File: config.mk
export PLATFORM = sky130hd
export DESIGN_NAME = regfile_mp_scrub
export DESIGN_NICKNAME = d
export VERILOG_FILES = /design/src/rtl/regfile_pkg.sv /design/src/rtl/regfile_scrub_fsm.sv /design/src/rtl/regfile_mp_scrub.sv
export SDC_FILE = /design/constraint.sdc
export NUM_CORES = 1
export LEC_CHECK = 0
export BUFFER_PORTS_ARGS = -buffer_cell sky130_fd_sc_hd__clkbuf_2
export CAP_MARGIN = 20
export CELL_PAD_IN_SITES_DETAIL_PLACEMENT = 0
export CELL_PAD_IN_SITES_GLOBAL_PLACEMENT = 1
export CORE_UTILIZATION = 40
export DETAILED_ROUTE_END_ITERATION = 10
export PLACE_DENSITY_LB_ADDON = 0.3
export SLEW_MARGIN = 10
export SYNTH_ARGS = -nofsm -noshare
export SYNTH_HDL_FRONTEND = slang
export SYNTH_SLANG_ARGS = --single-unit
File: constraint.sdc
create_clock -name clk -period 1.89 [get_ports clk]
set_input_delay 0.378 -clock clk [delete_from_list [all_inputs] [get_ports clk]]
set_output_delay 0.378 -clock clk [all_outputs]
set_load 0.03 [all_outputs]
File: src/rtl/regfile_pkg.sv
// Shared types and default sizing for the scrubbing multi-port register file.
package regfile_pkg;

  localparam int DEF_DATA_W = 64;
  localparam int DEF_DEPTH  = 4;

  typedef enum logic [0:0] {
    IDLE  = 1'b0,
    SCRUB = 1'b1
  } scrub_state_e;

endpackage

File: src/rtl/regfile_scrub_fsm.sv
// Scrub sequencer: walks a pointer over every register once per clear request.
module regfile_scrub_fsm
  import regfile_pkg::*;
#(
  parameter int DEPTH = DEF_DEPTH
) (
  input  logic                     clk,
  input  logic                     rst_n,
  input  logic                     clear_req_i,
  output logic                     scrub_en_o,
  output logic [$clog2(DEPTH)-1:0] scrub_addr_o,
  output logic                     busy_o
);

  localparam int ADDR_W = $clog2(DEPTH);
  localparam logic [ADDR_W-1:0] LAST_ADDR = ADDR_W'(DEPTH - 1);

  scrub_state_e      state_q, state_d;
  logic [ADDR_W-1:0] ptr_q, ptr_d;
  logic              busy_q, busy_d;

  // State, pointer and busy registers.
  always_ff @(posedge clk or negedge rst_n) begin
    if (!rst_n) begin
      state_q <= IDLE;
      ptr_q   <= '0;
      busy_q  <= 1'b0;
    end else begin
      state_q <= state_d;
      ptr_q   <= ptr_d;
      busy_q  <= busy_d;
    end
  end

  // Next state: clear_req is only honoured in IDLE; SCRUB exits after the last register.
  always_comb begin
    state_d = state_q;
    ptr_d   = ptr_q;
    case (state_q)
      IDLE: begin
        if (clear_req_i) begin
          state_d = SCRUB;
          ptr_d   = '0;
        end else begin
          state_d = IDLE;
          ptr_d   = ptr_q;
        end
      end
      SCRUB: begin
        if (ptr_q == LAST_ADDR) begin
          state_d = IDLE;
          ptr_d   = '0;
        end else begin
          state_d = SCRUB;
          ptr_d   = ptr_q + ADDR_W'(1);
        end
      end
      default: begin
        state_d = IDLE;
        ptr_d   = '0;
      end
    endcase
  end

  // Outputs: busy is registered from the next state so it tracks SCRUB exactly.
  always_comb begin
    busy_d       = (state_d == SCRUB);
    scrub_en_o   = (state_q == SCRUB);
    scrub_addr_o = ptr_q;
  end

  assign busy_o = busy_q;

endmodule

File: src/rtl/regfile_mp_scrub.sv
// Two-read / two-write register file with optional forwarding, optional zero
// register and a sequential clear engine.
module regfile_mp_scrub
  import regfile_pkg::*;
#(
  parameter int DATA_W   = DEF_DATA_W,
  parameter int DEPTH    = DEF_DEPTH,
  parameter int BYPASS   = 1,
  parameter int ZERO_REG = 0
) (
  input  logic                     clk,
  input  logic                     rst_n,
  input  logic [$clog2(DEPTH)-1:0] read_addr1,
  input  logic [$clog2(DEPTH)-1:0] read_addr2,
  output logic [DATA_W-1:0]        read_data1,
  output logic [DATA_W-1:0]        read_data2,
  input  logic [$clog2(DEPTH)-1:0] write_addr,
  input  logic [DATA_W-1:0]        write_data,
  input  logic                     write_enable,
  input  logic [$clog2(DEPTH)-1:0] write_addr2,
  input  logic [DATA_W-1:0]        write_data2,
  input  logic                     write_enable2,
  input  logic                     clear_req,
  output logic                     busy
);

  localparam int ADDR_W = $clog2(DEPTH);

  logic [DATA_W-1:0] regs_q [DEPTH];
  logic [DATA_W-1:0] regs_d [DEPTH];
  logic              scrub_en;
  logic [ADDR_W-1:0] scrub_addr;
  logic              wr_ok_a;
  logic              wr_ok_b;

  regfile_scrub_fsm #(
    .DEPTH(DEPTH)
  ) u_scrub_fsm (
    .clk         (clk),
    .rst_n       (rst_n),
    .clear_req_i (clear_req),
    .scrub_en_o  (scrub_en),
    .scrub_addr_o(scrub_addr),
    .busy_o      (busy)
  );

  function automatic logic is_zero_reg(input logic [ADDR_W-1:0] addr);
    return (ZERO_REG != 0) && (addr == '0);
  endfunction

  assign wr_ok_a = write_enable  && !scrub_en && !is_zero_reg(write_addr);
  assign wr_ok_b = write_enable2 && !scrub_en && !is_zero_reg(write_addr2);

  // Forwarding mirrors commit rules, so a read sees exactly what the edge will store.
  function automatic logic [DATA_W-1:0] read_mux(input logic [ADDR_W-1:0] ra);
    logic fwd_a;
    logic fwd_b;
    fwd_a = (BYPASS != 0) && wr_ok_a && (write_addr  == ra);
    fwd_b = (BYPASS != 0) && wr_ok_b && (write_addr2 == ra);
    return is_zero_reg(ra) ? '0 :
           fwd_a           ? write_data :
           fwd_b           ? write_data2 :
                             regs_q[ra];
  endfunction

  assign read_data1 = read_mux(read_addr1);
  assign read_data2 = read_mux(read_addr2);

  // Next array contents: scrub clear, else port A over port B, else hold.
  always_comb begin
    for (int i = 0; i < DEPTH; i++) begin
      regs_d[i] = (scrub_en && (scrub_addr == ADDR_W'(i)))  ? '0 :
                  (wr_ok_a  && (write_addr  == ADDR_W'(i))) ? write_data :
                  (wr_ok_b  && (write_addr2 == ADDR_W'(i))) ? write_data2 :
                                                              regs_q[i];
    end
  end

  // Register array.
  always_ff @(posedge clk or negedge rst_n) begin
    if (!rst_n) begin
      for (int i = 0; i < DEPTH; i++) begin
        regs_q[i] <= '0;
      end
    end else begin
      for (int i = 0; i < DEPTH; i++) begin
        regs_q[i] <= regs_d[i];
      end
    end
  end

endmodule

**Yosys cells after proc, flatten, opt, wreduce, memory -nomap -nowiden**

Index checks and enable logic that the tools add are counted.

- Logic and storage cells: 80
- Input bits: 141
- Output and inout port bits: 129
- Flip-flop bits (word level): 259

- $lt $le $gt $ge: 2
- Eq/ne operators: 14
- Reductions and logical operators: 26
- $add $sub $neg: 1
- Bitwise operators: 3
- Multiplexer cells: 28

Operators by type and width:

| cell | count |
|---|---|
| $mux W64 | 20 |
| $bmux W64 S2 | 2 |
| $logic_and A1 B1 Y1 | 18 |
| $eq A2 B2 Y1 const B | 6 |
| $reduce_bool A3 Y1 | 4 |
| $eq A2 B2 Y1 | 4 |
| $eq A2 B1 Y1 const B | 3 |
| $ge A3 B3 Y1 const B | 2 |
| $logic_not A2 Y1 | 3 |
| $not A2 Y3 | 2 |
| $mux W2 | 2 |
| $pmux W2 S2 | 1 |
| $add A2 B1 Y2 const B | 1 |
| $mux W1 | 2 |
| $ne A2 B2 Y1 const B | 1 |
| $pmux W1 S2 | 1 |
| $logic_not A1 Y1 | 1 |
| $not A1 Y1 | 1 |

**Logic depth before layout (Yosys ltp)**

- Word-level depth: 6
- Mapped depth: 7
- Depth with buffers taken out: 5

**Cells and area by module**

A second synthesis with hierarchy kept.

- Cell total of the unflattened synthesis: 2330
- Area total of the unflattened synthesis: 19962.9 um^2

Modules (own cells, without submodules):

| module | area each (um^2) | instances | cells an instance | sequential area each (um^2) |
|---|---|---|---|---|
| regfile_mp_scrub | 19834.0 | 1 | 2320 | 6406.1 |
| regfile_scrub_fsm | 128.9 | 1 | 10 | 75.1 |

**Least setup slack after synthesis**

Ideal clock, no wire load.

- Kind: register -> output
- Start point: register u_scrub_fsm.state_q (netlist: u_scrub_fsm.scrub_en_o)
- End point: output port read_data2[44]
- Path slack: -474 ps
- Data required time: 1512 ps
- Stages on the path, launching flop included: 7
- Buffers on the path: 3
- Data arrival time: 1986 ps
- Path through: dfrtp_1 -> buf_6 -> nand2b_1 -> clkbuf_1 -> buf_2 -> o31ai_1 -> a31oi_1

- Cells in the longest elaborated chain, start to end: 5
- Elaborated cells between the ends (all ways): 7
- Those cells by class: 2 x mux; 5 x reduce/logical

Ends and longest elaborated chain:

| element | RTL line | RTL |
|---|---|---|
| from (decl) | regfile_scrub_fsm.sv:18 | `scrub_state_e state_q, state_d;` |
| from (signal assigned) | regfile_scrub_fsm.sv:29 | `state_q <= state_d;` |
| $logic_not A1 Y1 * | regfile_mp_scrub.sv:51, regfile_mp_scrub.sv:52 |  |
| $logic_and A1 B1 Y1 | regfile_mp_scrub.sv:52 | `assign wr_ok_b = write_enable2 && !scrub_en && !is_zero_reg(write_addr2);` |
| $logic_and A1 B1 Y1 | regfile_mp_scrub.sv:59 | `fwd_b = (BYPASS != 0) && wr_ok_b && (write_addr2 == ra);` |
| $mux W64 | regfile_mp_scrub.sv:62 | `fwd_b ? write_data2 :` |
| $mux W64 * | regfile_mp_scrub.sv:61 | `fwd_a ? write_data :` |
| to (decl) | regfile_mp_scrub.sv:16 | `output logic [DATA_W-1:0] read_data2,` |

Mark *: on every way between the ends. The rest lies on a longest branch, timed or not.

**Worst setup path in the final report**

- Start point: register u_scrub_fsm.state_q (netlist: u_scrub_fsm.scrub_en_o)
- End point: output port read_data1[56]

- Cells in the longest elaborated chain, start to end: 5
- Elaborated cells between the ends (all ways): 7
- Those cells by class: 2 x mux; 5 x reduce/logical

Ends and longest elaborated chain:

| element | RTL line | RTL |
|---|---|---|
| $logic_not A1 Y1 * | regfile_mp_scrub.sv:51, regfile_mp_scrub.sv:52 |  |
| $logic_and A1 B1 Y1 | regfile_mp_scrub.sv:52 |  |
| $logic_and A1 B1 Y1 | regfile_mp_scrub.sv:59 |  |
| $mux W64 | regfile_mp_scrub.sv:62 |  |
| $mux W64 * | regfile_mp_scrub.sv:61 |  |
| to (decl) | regfile_mp_scrub.sv:15 | `output logic [DATA_W-1:0] read_data1,` |

Marked as above.

==> results.tsv <==
stage	metric	value	unit
sta	grt_setup_unrepaired	true	
run	drv_cap	0	
finish	area_growth	52.4	%
synth	yosysWarnings	0	
floorplanning	die_h	225	microns
power_and_ir_drop	pwr-share-comb	0.599	
grt	antenna_found_initial	2	
synth	synth_common_cells	nand2_1, a31oi_1, dfrtp_1	
synth	syn-num-nets	2478	
power_and_ir_drop	p_leak	11.7	nW
critical_path	cp_slowest_cell	dfrtp_2	
critical_path	cpLargestDelayFamily	simple AND/OR/NAND/NOR gates	
critical_path	crit_chain	nand2b_4 -> or3_4 -> buf_12 -> a31oi_4 -> buf_8	
clocking	root_buffer	clkbuf_16	
grt	grt_pass1_wl	145000	microns
synth	async_reset_ff_frac	1.00	
clocking	clk_pin_slew_worst_paths	0.06	ns
synth	netlist_area	19900	sq um
finish	fin_area	30400	sq um
synth	synth_seq_area_share	0.325	
synth	synth_most_common_cell	nand2_1	
power_and_ir_drop	peakVddDrop	0.888	mV
clocking	cts_sinks	259	
hold_path	worstHoldPathType	input pin to flop	
grt	track_usage	0.375	
floorplanning	io_pins	270	
power_and_ir_drop	clkPwrFrac	0.163	
sta	hold_viol	0	
sta	fmax	366	MHz
grt	use_met2	0.587	
critical_path	start_kind	flop	
status	status	finished with violations	
synth	synth.distinct_cells	37	
sta	fin_crit	2.73	ns
grt	use_met3	0.0761	
power_and_ir_drop	p_sw	18.1	mW
clocking	cts_made_buffers	30	
floorplanning	dieArea	50700	sq um
synth	synth_area_per_cell	8.55	sq um
routing	drc	0	
grt	grtUsageMet1	0.501	
routing	drt-total-wl	96200	microns
placed_design	hpwlAfterDp	60700	microns
synth	yosys.area.top_type_share	0.325	
power_and_ir_drop	p_int	24.0	mW
synth	ys.flop_type	dfrtp_1	
finish	multi_input_area	15300	sq um
finish	drive_above_1_share	0.408	
critical_path	path_buf_inv	2	
critical_path	worst-setup-path-type	flop to primary output	
floorplanning	die_x	225	microns
routing	vias	23141	
power_and_ir_drop	p_per_area	1390	nW/um^2
sta	slew_headroom	0.621	
placed_design	place.gp.congestion	0.895	
grt	grt_pass1_vias	23262	
sta	hold_ws	0.0134	ns
power_and_ir_drop	swShare	0.429	
placed_design	place.port_buffers	269	
routing	drtAntennaViolNets	0	
power_and_ir_drop	pwr-share-seq	0.237	
finish	fillers	3857	
critical_path	cpPeakStageDelay	0.47	ns
grt	grt-ovfl-total	0	
finish	final-seq-area	6480	sq um
critical_path	crit_fanout	16	
sta	final_max_slew_viol_count	0	
floorplanning	rows	81	
critical_path	crit_required	1.51	ns
critical_path	timing.reg2reg.setup_slack	-0.34	ns
sta	tns	-118.10	ns
sta	setup_ws	-0.844	ns
sta	setup_violations	249	
finish	layout.nets	2792	
synth	yosys-top-cells-area	dfrtp_1, mux4_2, a31oi_1, nand2_1, nand3_1	
sta	finalCritPeriodShare	1.45	
status	violations	negative setup slack	
clocking	clock_latency	0.58	ns
routing	via_per_inst	6.94	
clocking	ctsLongestPathBuffers	3	
floorplanning	core	49100	sq um
grt	grt_max_degree	69	
sta	worstMarginPinSlew	0.568	ns
routing	first_pass_iters	8	
grt	busiest_layer	met2	
clocking	cts_tree	built	
critical_path	end_kind	primary output	
routing	drt_iter0_markers	3291	
floorplanning	initial_utilization	0.406	
sta	skew	0.0102	ns
routing	wl_per_cell	28.8	microns
synth	synth-edff-count	0	
synth	synthCells	2333	
placed_design	placed_area	26700	sq um
clocking	htree_levels	1	
critical_path	arrival	2.36	ns
synth	yosys_register_bits	259	
synth	yosys.area.top_type	dfrtp_1	
[power by group through the flow]
| stage | Sequential (mW) | Clock, mW | Combinational (mW) |
|---|---|---|---|
| floorplan | 9.25 | 0 | 15.1 |
| global placement | 9.72 | 0 | 20.8 |
| detailed placement | 9.89 | 0 | 21.2 |
| CTS | 9.83 | 6.87 | 23.8 |
| global route | 10.2 | 7.11 | 26.4 |
| finish | 9.99 | 6.88 | 25.2 |
[area by class of cell]
cell class,instances,area share
multi-input cells,1769,0.503
inverters,3,0.000371
flip-flops and latches,259,0.213
clock buffers,41,0.0294
clock inverters,15,0.00857
repair buffers,584,0.218
well taps,664,0.0274
diodes,1,0.0000824
[stage by stage]
stage / power, mW / worst slack (ns) / util / std cells
after detailed placement: 31.1 / -0.505 / 0.545 / 3253
after floorplan: 24.4 / -0.321 / - / 2333
final: 42.1 / -0.844 / 0.619 / 3336
after CTS: 40.5 / -0.834 / 0.606 / 3333
after global routing: 43.7 / -0.867 / 0.619 / 3336
after global placement: 30.6 / -0.487 / 0.545 / 3253
[layout by cell type (no fill, tap or decap), drive strengths merged]
cell type    count
nor4           128
and4bb           1
mux4           128
bufbuf           5
clkbuf         203
o31ai          129
nand2b           2
nand4b           2
inv              3
clkinv           4
a31oi          384
bufinv           7
or3              2
mux2             1
nor4bb           1
and3b           64
mux2i            1
ha               4
nand2          389
o21ai          128
clkinvlp         4
nor2           129
nand4bb          4
and4b            1
xor2             8
xnor2            4
dlygate4sd3      1
nor4b            1
or4b             2
buf            416
nand3          256
diode            1
dfrtp          259
[registers in the layout (all words and copies together) (netlist names)]
register and flops:
regs_q 256, u_scrub_fsm.scrub_addr_o 2, u_scrub_fsm.scrub_en_o 1
[timing repair]
item	4_1_cts	5_1_grt
setup buffers	12	2
gates cloned	12	0
hold buffers	1	0
setup endpoints to repair	205	358
pin swaps	4	4
hold endpoints to repair	44	0
gates resized for setup	299	194
[path summary, 6_finish.rpt]
| check | startpoint | endpoint | cells past startpoint |
|---|---|---|---|
| worst max-delay path | u_scrub_fsm.scrub_en_o$_DFF_PN0_ | read_data1[56] | 5 |
| max in group asynchronous | rst_n | regs_q[68]$_DFFE_PN0P_ | 3 |
| worst min-delay path | clear_req | u_scrub_fsm.scrub_addr_o[1]$_DFFE_PN0P_ | 2 |
| worst max register to register | u_scrub_fsm.scrub_en_o$_DFF_PN0_ | regs_q[238]$_DFFE_PN0P_ | 7 |
| worst min register to register | regs_q[118]$_DFFE_PN0P_ | regs_q[118]$_DFFE_PN0P_ | 2 |
| min in group asynchronous | rst_n | regs_q[247]$_DFFE_PN0P_ | 2 |
[cells by family (layout without fill, tap and decap cells)]
family                   after synthesis  in the layout  share of synthesized area
AO/OA/AOI/OAI                        641            641                      0.201
XOR/XNOR                              12             12                    0.00772
adder cells (fa/ha/maj)                4              4                    0.00251
buffers and inverters                305            643                     0.0800
flip-flops                           259            259                      0.325
multiplexers                         130            130                      0.146
other                                  0              1                          0
AND/OR/NAND/NOR                      982            982                      0.238
[metal layers]
metal / up-vias / share of wire
li1: 9593 / -
met1: 11483 / 0.39
met2: 1769 / 0.46
met3: 296 / 0.11
met4: 0 / 0.043
met5: - / 0
No activity file was read; power rests on OpenSTA's default activity.
